File: config.mk
export PLATFORM = sky130hd
export DESIGN_NAME = bus_master_flat
export DESIGN_NICKNAME = d
export VERILOG_FILES = /design/src/rtl/bus_master_if.sv /design/src/rtl/bus_master.sv /design/src/flat_wrapper.sv
export SDC_FILE = /design/constraint.sdc
export NUM_CORES = 1
export LEC_CHECK = 0
export ABC_AREA = 1
export BUFFER_PORTS_ARGS = -buffer_cell sky130_fd_sc_hd__buf_4
export CAP_MARGIN = 20
export CORE_ASPECT_RATIO = 0.5
export CORE_MARGIN = 3
export CORE_UTILIZATION = 45
export DETAILED_ROUTE_END_ITERATION = 10
export HOLD_SLACK_MARGIN = 0.15
export PLACE_DENSITY = 0.75
export SLEW_MARGIN = 30
export SYNTH_ARGS = -nofsm -noshare
export SYNTH_HDL_FRONTEND = slang
export SYNTH_SLANG_ARGS = --single-unit
File: constraint.sdc
create_clock -name clk -period 7.2 [get_ports clk]
set_clock_uncertainty 0.05 [all_clocks]
set_input_delay 1.8 -clock clk [delete_from_list [all_inputs] [get_ports clk]]
set_output_delay 1.8 -clock clk [all_outputs]
set_load 0.1 [all_outputs]
File: src/rtl/bus_master_if.sv
// Client request/response and two-phase slave bus bundle for bus_master.
interface bus_master_if #(
   parameter int unsigned ADDR_W = 16,
   parameter int unsigned DATA_W = 16
);
   localparam int unsigned CNT_W = 16;

   logic              req_valid;
   logic              req_ready;
   logic              req_write;
   logic [ADDR_W-1:0] req_addr;
   logic [DATA_W-1:0] req_wdata;
   logic              rsp_valid;
   logic [DATA_W-1:0] rsp_rdata;
   logic [CNT_W-1:0]  txn_count;
   logic              sel;
   logic              enable;
   logic              wr_dir;
   logic [ADDR_W-1:0] addr;
   logic [DATA_W-1:0] wdata;
   logic [DATA_W-1:0] rdata;

   modport master (
      input  req_valid, req_write, req_addr, req_wdata, rdata,
      output req_ready, rsp_valid, rsp_rdata, txn_count,
             sel, enable, wr_dir, addr, wdata
   );

   modport slave (
      output req_valid, req_write, req_addr, req_wdata, rdata,
      input  req_ready, rsp_valid, rsp_rdata, txn_count,
             sel, enable, wr_dir, addr, wdata
   );
endinterface

File: src/rtl/bus_master.sv
// Single-outstanding bus master: client handshake -> SETUP/ACCESS bus cycle -> one-cycle response.
module bus_master #(
   parameter int unsigned ADDR_W = 16,
   parameter int unsigned DATA_W = 16
) (
   input logic          clk,
   input logic          rst,
   bus_master_if.master bus
);
   localparam int unsigned CNT_W = 16;

   typedef enum logic [2:0] {
      IDLE    = 3'd0,
      SETUP   = 3'd1,
      ACCESS  = 3'd2,
      CAPTURE = 3'd3,
      RESP    = 3'd4
   } state_t;

   state_t            state;
   state_t            state_next;

   logic              sel_d;
   logic              enable_d;
   logic              ready_d;
   logic              rsp_valid_d;

   logic              sel_q;
   logic              enable_q;
   logic              ready_q;
   logic              rsp_valid_q;

   logic              write_q;
   logic [ADDR_W-1:0] addr_q;
   logic [DATA_W-1:0] wdata_q;
   logic [DATA_W-1:0] rdata_q;
   logic [CNT_W-1:0]  txn_q;

   logic              handshake_c;

   // ready_q mirrors (state == IDLE), so the handshake never looks at anything but flops and req_valid
   assign handshake_c = bus.req_valid && ready_q;

   // State register
   always_ff @(posedge clk or posedge rst) begin
      if (rst) begin
         state <= IDLE;
      end else begin
         state <= state_next;
      end
   end

   // Next-state logic
   always_comb begin
      state_next = state;
      unique case (state)
         IDLE:    if (handshake_c) state_next = SETUP;
         SETUP:   state_next = ACCESS;
         ACCESS:  state_next = write_q ? RESP : CAPTURE;
         CAPTURE: state_next = RESP;
         RESP:    state_next = IDLE;
         default: state_next = IDLE;
      endcase
   end

   // Output decode of the upcoming state; registered below so outputs track the state register exactly
   always_comb begin
      sel_d       = 1'b0;
      enable_d    = 1'b0;
      ready_d     = 1'b0;
      rsp_valid_d = 1'b0;
      unique case (state_next)
         IDLE:    ready_d = 1'b1;
         SETUP:   sel_d = 1'b1;
         ACCESS: begin
            sel_d    = 1'b1;
            enable_d = 1'b1;
         end
         RESP:    rsp_valid_d = 1'b1;
         default: ;
      endcase
   end

   // Control output flops
   always_ff @(posedge clk or posedge rst) begin
      if (rst) begin
         sel_q       <= 1'b0;
         enable_q    <= 1'b0;
         ready_q     <= 1'b1;
         rsp_valid_q <= 1'b0;
      end else begin
         sel_q       <= sel_d;
         enable_q    <= enable_d;
         ready_q     <= ready_d;
         rsp_valid_q <= rsp_valid_d;
      end
   end

   // Request latch, read-data capture and completion counter
   always_ff @(posedge clk or posedge rst) begin
      if (rst) begin
         write_q <= 1'b0;
         addr_q  <= '0;
         wdata_q <= '0;
         rdata_q <= '0;
         txn_q   <= '0;
      end else begin
         if (handshake_c) begin
            write_q <= bus.req_write;
            addr_q  <= bus.req_addr;
            wdata_q <= bus.req_wdata;
         end
         if (state == CAPTURE) begin
            rdata_q <= bus.rdata;
         end
         if (state == RESP) begin
            txn_q <= txn_q + CNT_W'(1);
         end
      end
   end

   assign bus.req_ready = ready_q;
   assign bus.rsp_valid = rsp_valid_q;
   assign bus.rsp_rdata = rdata_q;
   assign bus.txn_count = txn_q;
   assign bus.sel       = sel_q;
   assign bus.enable    = enable_q;
   assign bus.wr_dir    = write_q;
   assign bus.addr      = addr_q;
   assign bus.wdata     = wdata_q;

   // Bus protocol invariants
   a_enable_needs_sel : assert property (@(posedge clk) disable iff (rst) bus.enable |-> bus.sel);
   a_rsp_single_pulse : assert property (@(posedge clk) disable iff (rst) bus.rsp_valid |=> !bus.rsp_valid);
   a_sel_max_two      : assert property (@(posedge clk) disable iff (rst)
                                         (bus.sel && $past(bus.sel)) |=> !bus.sel);

endmodule

File: src/flat_wrapper.sv
// flat-port wrapper written by rule: the top's interface ports become plain ports
module bus_master_flat 
#(
   parameter int unsigned ADDR_W = 16,
   parameter int unsigned DATA_W = 16
)
  (clk, rst, bus_req_valid, bus_req_write, bus_req_addr, bus_req_wdata, bus_rdata, bus_req_ready, bus_rsp_valid, bus_rsp_rdata, bus_txn_count, bus_sel, bus_enable, bus_wr_dir, bus_addr, bus_wdata);
  bus_master_if #(.ADDR_W(ADDR_W), .DATA_W(DATA_W)) bus_i ();
  input logic clk;
  input logic rst;
  input wire logic [$bits(bus_i.req_valid)-1:0] bus_req_valid;
  input wire logic [$bits(bus_i.req_write)-1:0] bus_req_write;
  input wire logic [$bits(bus_i.req_addr)-1:0] bus_req_addr;
  input wire logic [$bits(bus_i.req_wdata)-1:0] bus_req_wdata;
  input wire logic [$bits(bus_i.rdata)-1:0] bus_rdata;
  output wire logic [$bits(bus_i.req_ready)-1:0] bus_req_ready;
  output wire logic [$bits(bus_i.rsp_valid)-1:0] bus_rsp_valid;
  output wire logic [$bits(bus_i.rsp_rdata)-1:0] bus_rsp_rdata;
  output wire logic [$bits(bus_i.txn_count)-1:0] bus_txn_count;
  output wire logic [$bits(bus_i.sel)-1:0] bus_sel;
  output wire logic [$bits(bus_i.enable)-1:0] bus_enable;
  output wire logic [$bits(bus_i.wr_dir)-1:0] bus_wr_dir;
  output wire logic [$bits(bus_i.addr)-1:0] bus_addr;
  output wire logic [$bits(bus_i.wdata)-1:0] bus_wdata;
  assign bus_i.req_valid = bus_req_valid;
  assign bus_i.req_write = bus_req_write;
  assign bus_i.req_addr = bus_req_addr;
  assign bus_i.req_wdata = bus_req_wdata;
  assign bus_i.rdata = bus_rdata;
  assign bus_req_ready = bus_i.req_ready;
  assign bus_rsp_valid = bus_i.rsp_valid;
  assign bus_rsp_rdata = bus_i.rsp_rdata;
  assign bus_txn_count = bus_i.txn_count;
  assign bus_sel = bus_i.sel;
  assign bus_enable = bus_i.enable;
  assign bus_wr_dir = bus_i.wr_dir;
  assign bus_addr = bus_i.addr;
  assign bus_wdata = bus_i.wdata;
  bus_master #(.ADDR_W(ADDR_W), .DATA_W(DATA_W)) u_core (.clk(clk), .rst(rst), .bus(bus_i));
endmodule
==> results of run 1 <==
through the flow:
stage          utilization (%)  setup slack [ps]  cell area (sq um)  hold slack (ps)  instances
2_1_floorplan                -              3527               2979            394.4        300
3_3_place_gp             63.73              3411               3971            411.0        503
3_5_place_dp             63.73              3280               3971            421.4        503
4_1_cts                  68.88              3617               4292            437.0        519
5_1_grt                  68.88              3410               4292            463.8        519
6_report                 68.88              3624               4292            432.2        519
layout make-up:
class / count / area, sq um / area share, %
inverter: 17 / 63.81 / 1.487
multi-input combinational: 204 / 1079 / 25.13
timing repair buffer: 122 / 915.9 / 21.34
sequential: 72 / 1803 / 42.01
tap: 88 / 110.1 / 2.566
clock buffer: 9 / 225.2 / 5.248
clock inverter: 7 / 95.09 / 2.216
worst max path at each step:
stage,to,cells after the start
floorplan,u_core.bus.addr[0],1
global placement,u_core.bus.sel,8
detailed placement,u_core.bus.sel,8
CTS,u_core.bus.sel,8
global route,u_core.bus.sel,8
finish,u_core.bus.sel,8
critical path, delay by kind of cell:
family | cells | cell delay (ps)
buffers and inverters | 3 | 1210
and+or+nand+nor | 3 | 400
AOI/OAI and AO/OA | 2 | 330
cells by family after synthesis:
group / count (synthesis) / share of synthesized area, %
AOI/OAI and AO/OA: 5 / 0.9661
adders and majority gates: 1 / 0.4199
muxes: 16 / 7.308
and+or+nand+nor: 174 / 25.16
xor gates and xnor gates: 8 / 2.352
buffers and inverters: 24 / 3.276
DFF: 72 / 60.52
cells in the final DEF, fill, tap and decap left out, types with 3 or more instances in the layout:
master	instances
nand2_1	132
nand3_1	9
nand2_4	3
nor2_4	3
xor2_1	4
nor2_1	15
buf_4	122
dfrtp_1	71
inv_1	15
xnor2_1	4
nand4_1	8
mux2_4	10
clkbuf_16	9
mux2_2	6
flip-flops by register name, indices dropped and copies added (netlist names):
name and cells:
u_core.bus.txn_count 16, u_core.bus.addr 16, u_core.bus.req_ready 1, u_core.bus.enable 1
u_core.bus.wdata 16, u_core.state 3, u_core.bus.rsp_rdata 16, u_core.bus.rsp_valid 1
u_core.bus.wr_dir 1, u_core.bus.sel 1
Yosys cell counts, types with 2 or more instances:
master | n | share of area (%)
a21oi_1 | 2 | 0.34
nand3_1 | 9 | 1.5
nand2_4 | 3 | 1.1
dfrtp_1 | 71 | 60
nand4_1 | 8 | 1.7
o21ai_1 | 2 | 0.34
nand2_1 | 132 | 17
mux2_2 | 6 | 2.3
nor2_4 | 3 | 1.1
xor2_1 | 4 | 1.2
nor2_1 | 15 | 1.9
xnor2_1 | 4 | 1.2
clkbuf_1 | 6 | 0.76
mux2_4 | 10 | 5.0
inv_1 | 16 | 2.0
routing by layer:
layer | wire length (um) | track usage [%]
met1 | 2870 | 22.79
met2 | 3833 | 34.42
met3 | 380 | 5.650
met4 | 189 | 9.605
met5 | 0 | 0
==> flow_summary.toml, run 1 <==
[status]
status = "finished clean"

[die]
start_util_pct = 47.81
num_io_pins = 121
die_w_um = 121.1
dieHeight_um = 63.54
fp.coreArea_sq_um = 6231
fp.dieArea_sq_um = 7692
rows = 20

[global_routing]
grt_pass1_vias = 2512
grt_max_degree = 73
overflow = 0
grt_usage_pct = 19.88
antenna_found_initial = 0
grt_pass1_wl_mm = 11.80

[detailed_routing]
via_per_inst = 4.740
ant_nets = 0
avgRoutedWirePerCell_um = 14.01
first_pass_iters = 4
num_vias = 2460
drt_iter0_markers = 139
wl_mm = 7.273
remaining_drc_errors = 0

[placement]
dp_hpwl_mm = 5.213
io_buffers = 120
gp_congestion = 0.8276

[yosys]
async_reset_ff_share_pct = 100.0
ys_warn_count = 0
syn_inst = 300
synth_area_sq_um = 2979
synth_cell_types = 24
seq_area_frac_synth_pct = 60.52
ys_ff_latch = 72
syn_nets = 353
synthFlopType = "dfrtp_1"
synth-edff-count = 0
avgSynthCellArea_sq_um = 9.930

[flow_run]
drv_cap = 0

[clocking]
clock_latency_ps = 330
post_cts.repair.setup_buffers = 0
cts_buffers = 9
cts_tree = "yes"
cts_htree_levels = 3
post_cts_resized = 0
cts_hold_buf = 0
clock_sinks = 72
clock-root-buffer = "clkbuf_16"
clock_path_buffers = 2
clkTransAtPathRegs_ps = 60

[cells_and_area]
diodes = 0
syn_to_final_growth_pct = 44.06
fillers = 467
drive_above_1_share_pct = 38.28
nets = 479

[timing]
clock.fmax_mhz = 279.7
setup_viol = 0
fin_crit_sh_pct = 49.66
rsz0062_at_grt = "false"
slew_headroom_pct = 40.81
tightest_slew_ps = 882.4
period_needed_ps = 3576
drv_slew = 0
hold_violations = 0
setup_tns_ps = 0

[setup_path]
worstPathRequired_ps = 7370
cp-start-kind = "input port"
cp_slowest_cell = "clkinv_1"
r2r_end = "u_core.bus.sel"
r2r_cells = 7
cp.arrival_ps = 3740
crit_start = "bus_req_valid"
reg2reg_from = "u_core.bus.req_ready"
cpMostUsedCell = "buf_4"
path_class = "input port to register"
worst_setup_path_end_kind = "register"
path_max_fanout = 34
path_cells = "buf_4 > nand2_1 > buf_4 > clkinv_1 > nand3_1 > o21ai_1 > a21oi_1 > nor2_1"
cpPeakStageDelay_ps = 780
r2r_slack_ps = 4830

[hold_path]
hold_start = "u_core.bus.wdata[2]"
min-delay-path-class = "register to register"
holdPathStages = 2
hold-path-endpoint = "u_core.bus.wdata[2]"
Power of run 1 is not shown: default switching activity piles up to over one toggle a cycle in this logic, so the estimate is an artifact.
==> inputs of run 2 (changes only) <==
==> constraint.sdc (replaced) <==
create_clock -name clk -period 3.4 [get_ports clk]
set_clock_uncertainty 0.05 [all_clocks]
set_input_delay 0.85 -clock clk [delete_from_list [all_inputs] [get_ports clk]]
set_output_delay 0.85 -clock clk [all_outputs]
set_load 0.1 [all_outputs]
==> run 2 against run 1 <==
  * Cell area shrank 1.5%
  * Non-clock buffer count grew 2
  * Highest routed layer unchanged
  * Clock-buffer cell count grew 2
  * Die area is the same
  * Worst setup slack lost 2300 ps
==> flow_summary.toml, run 2 (same netlist as run 1, synthesis figures left out) <==
[clocking]
post_cts.repair.setup_buffers = 0
cts_hold_buf = 0
post_cts_resized = 0
clock_sinks = 72
clock-root-buffer = "clkbuf_16"
clock_latency_ps = 320
cts_htree_levels = 3
clkTransAtPathRegs_ps = 50
cts_buffers = 9
cts_tree = "yes"
clock_path_buffers = 2

[cells_and_area]
multiInputGateArea_sq_um = 1079
fin_cells = 518
fillers = 489
final_cell_mix = "nand2_1 (132), buf_4 (124), dfrtp_1 (71)"
syn_to_final_growth_pct = 41.96
drive_above_1_share_pct = 37.67
diodes = 0
regArea_sq_um = 1803
nets = 481
stdcell_area_sq_um = 4229
layout_commonest_cell = "nand2_1"

[setup_path]
worst_setup_path_end_kind = "primary output"
r2r_cells = 6
path_class = "register to primary output"
worstPathRequired_ps = 2500
reg2reg_from = "u_core.state[0]"
path_max_fanout = 7
path_buf_inv = 1
r2r_slack_ps = 1930
crit_family = "flip-flops"
cpPeakStageDelay_ps = 490
path_cells = "buf_4"
cp_slowest_cell = "dfrtp_1"
cp.arrival_ps = 1170
r2r_end = "u_core.bus.txn_count[9]"
cp-start-kind = "register"

[timing]
tightest_slew_ps = 453.1
slew_headroom_pct = 69.75
period_needed_ps = 2068
fin_crit_sh_pct = 60.81
setup_viol = 0
rsz0062_at_grt = "false"
holdWs_ps = 421.9
drv_slew = 0
setup_tns_ps = 0
clock.fmax_mhz = 483.6
hold_violations = 0

[die]
start_util_pct = 47.81
dieHeight_um = 63.54
die_w_um = 121.1
fp.coreArea_sq_um = 6231
fp.dieArea_sq_um = 7692
rows = 20
num_io_pins = 121

[placement]
placed_area_sq_um = 3986
io_buffers = 120
gp_congestion = 0.8389
dp_hpwl_mm = 5.226
dp.cells = 505

[detailed_routing]
via_per_inst = 4.602
wl_mm = 6.868
drt_iter0_markers = 139
ant_nets = 0
remaining_drc_errors = 0
avgRoutedWirePerCell_um = 13.26
first_pass_iters = 4
num_vias = 2384

[global_routing]
overflow = 0
grt_pass1_vias = 2339
grt_usage_pct = 18.91
grt_max_degree = 34
antenna_found_initial = 0
grt_pass1_wl_mm = 11.43

[status]
status = "finished clean"

[hold_path]
hold_start = "u_core.state[1]"
hold-path-endpoint = "u_core.bus.enable"
min-delay-path-class = "register to register"
holdPathStages = 1

[flow_run]
drv_cap = 0
==> run 2: cell count changes in the layout (fill, tap and decap cells not counted) <==
cell / change
clkinv_4: -1
inv_6: -1
clkbuf_1: +2
bufinv_16: -2
clkinvlp_4: -1
buf_4: +2
==> run 2: worst max-delay path by stage <==
| stage | from | end | slack, ps | depth (start not counted) |
|---|---|---|---|---|
| CTS | u_core.bus.txn_count[6] | bus_txn_count[6] | 1330 | 1 |
| detailed placement | bus_req_valid | u_core.bus.addr[15] | 1370 | 6 |
| global route | u_core.bus.txn_count[6] | bus_txn_count[6] | 1290 | 1 |
| finish | u_core.bus.txn_count[6] | bus_txn_count[6] | 1330 | 1 |
| global placement | bus_req_valid | u_core.bus.addr[0] | 1420 | 6 |
| floorplan | rst | u_core.bus.addr[0] | 680 | 1 |
==> run 2: through the flow <==
stage               utilization (%)  setup slack [ps]
finish                        67.87              1332
global route                  67.87              1286
CTS                           67.87              1326
global placement              63.98              1416
floorplan                         -             676.7
detailed placement            63.98              1372
==> run 2: cell type report <==
type	instances	area share, %
Sequential cell	72	42.63
Multi-Input combinational cell	204	25.50
Timing Repair Buffer	124	22.01
Clock buffer	11	5.503
Tap cell	88	2.604
Inverter	17	1.509
Clock inverter	2	0.2367
==> run 2: layer usage <==
layer  vias to the layer above  global-route usage (%)  part of all wire (%)
met3                         8                   4.664                   4.7
met4                         0                   7.203                   1.4
met1                      1129                   24.80                    44
met2                        47                   30.48                    50
li1                       1200                       -                     -
met5                         -                       0                     0
Power of run 2 is left out for the same reason.
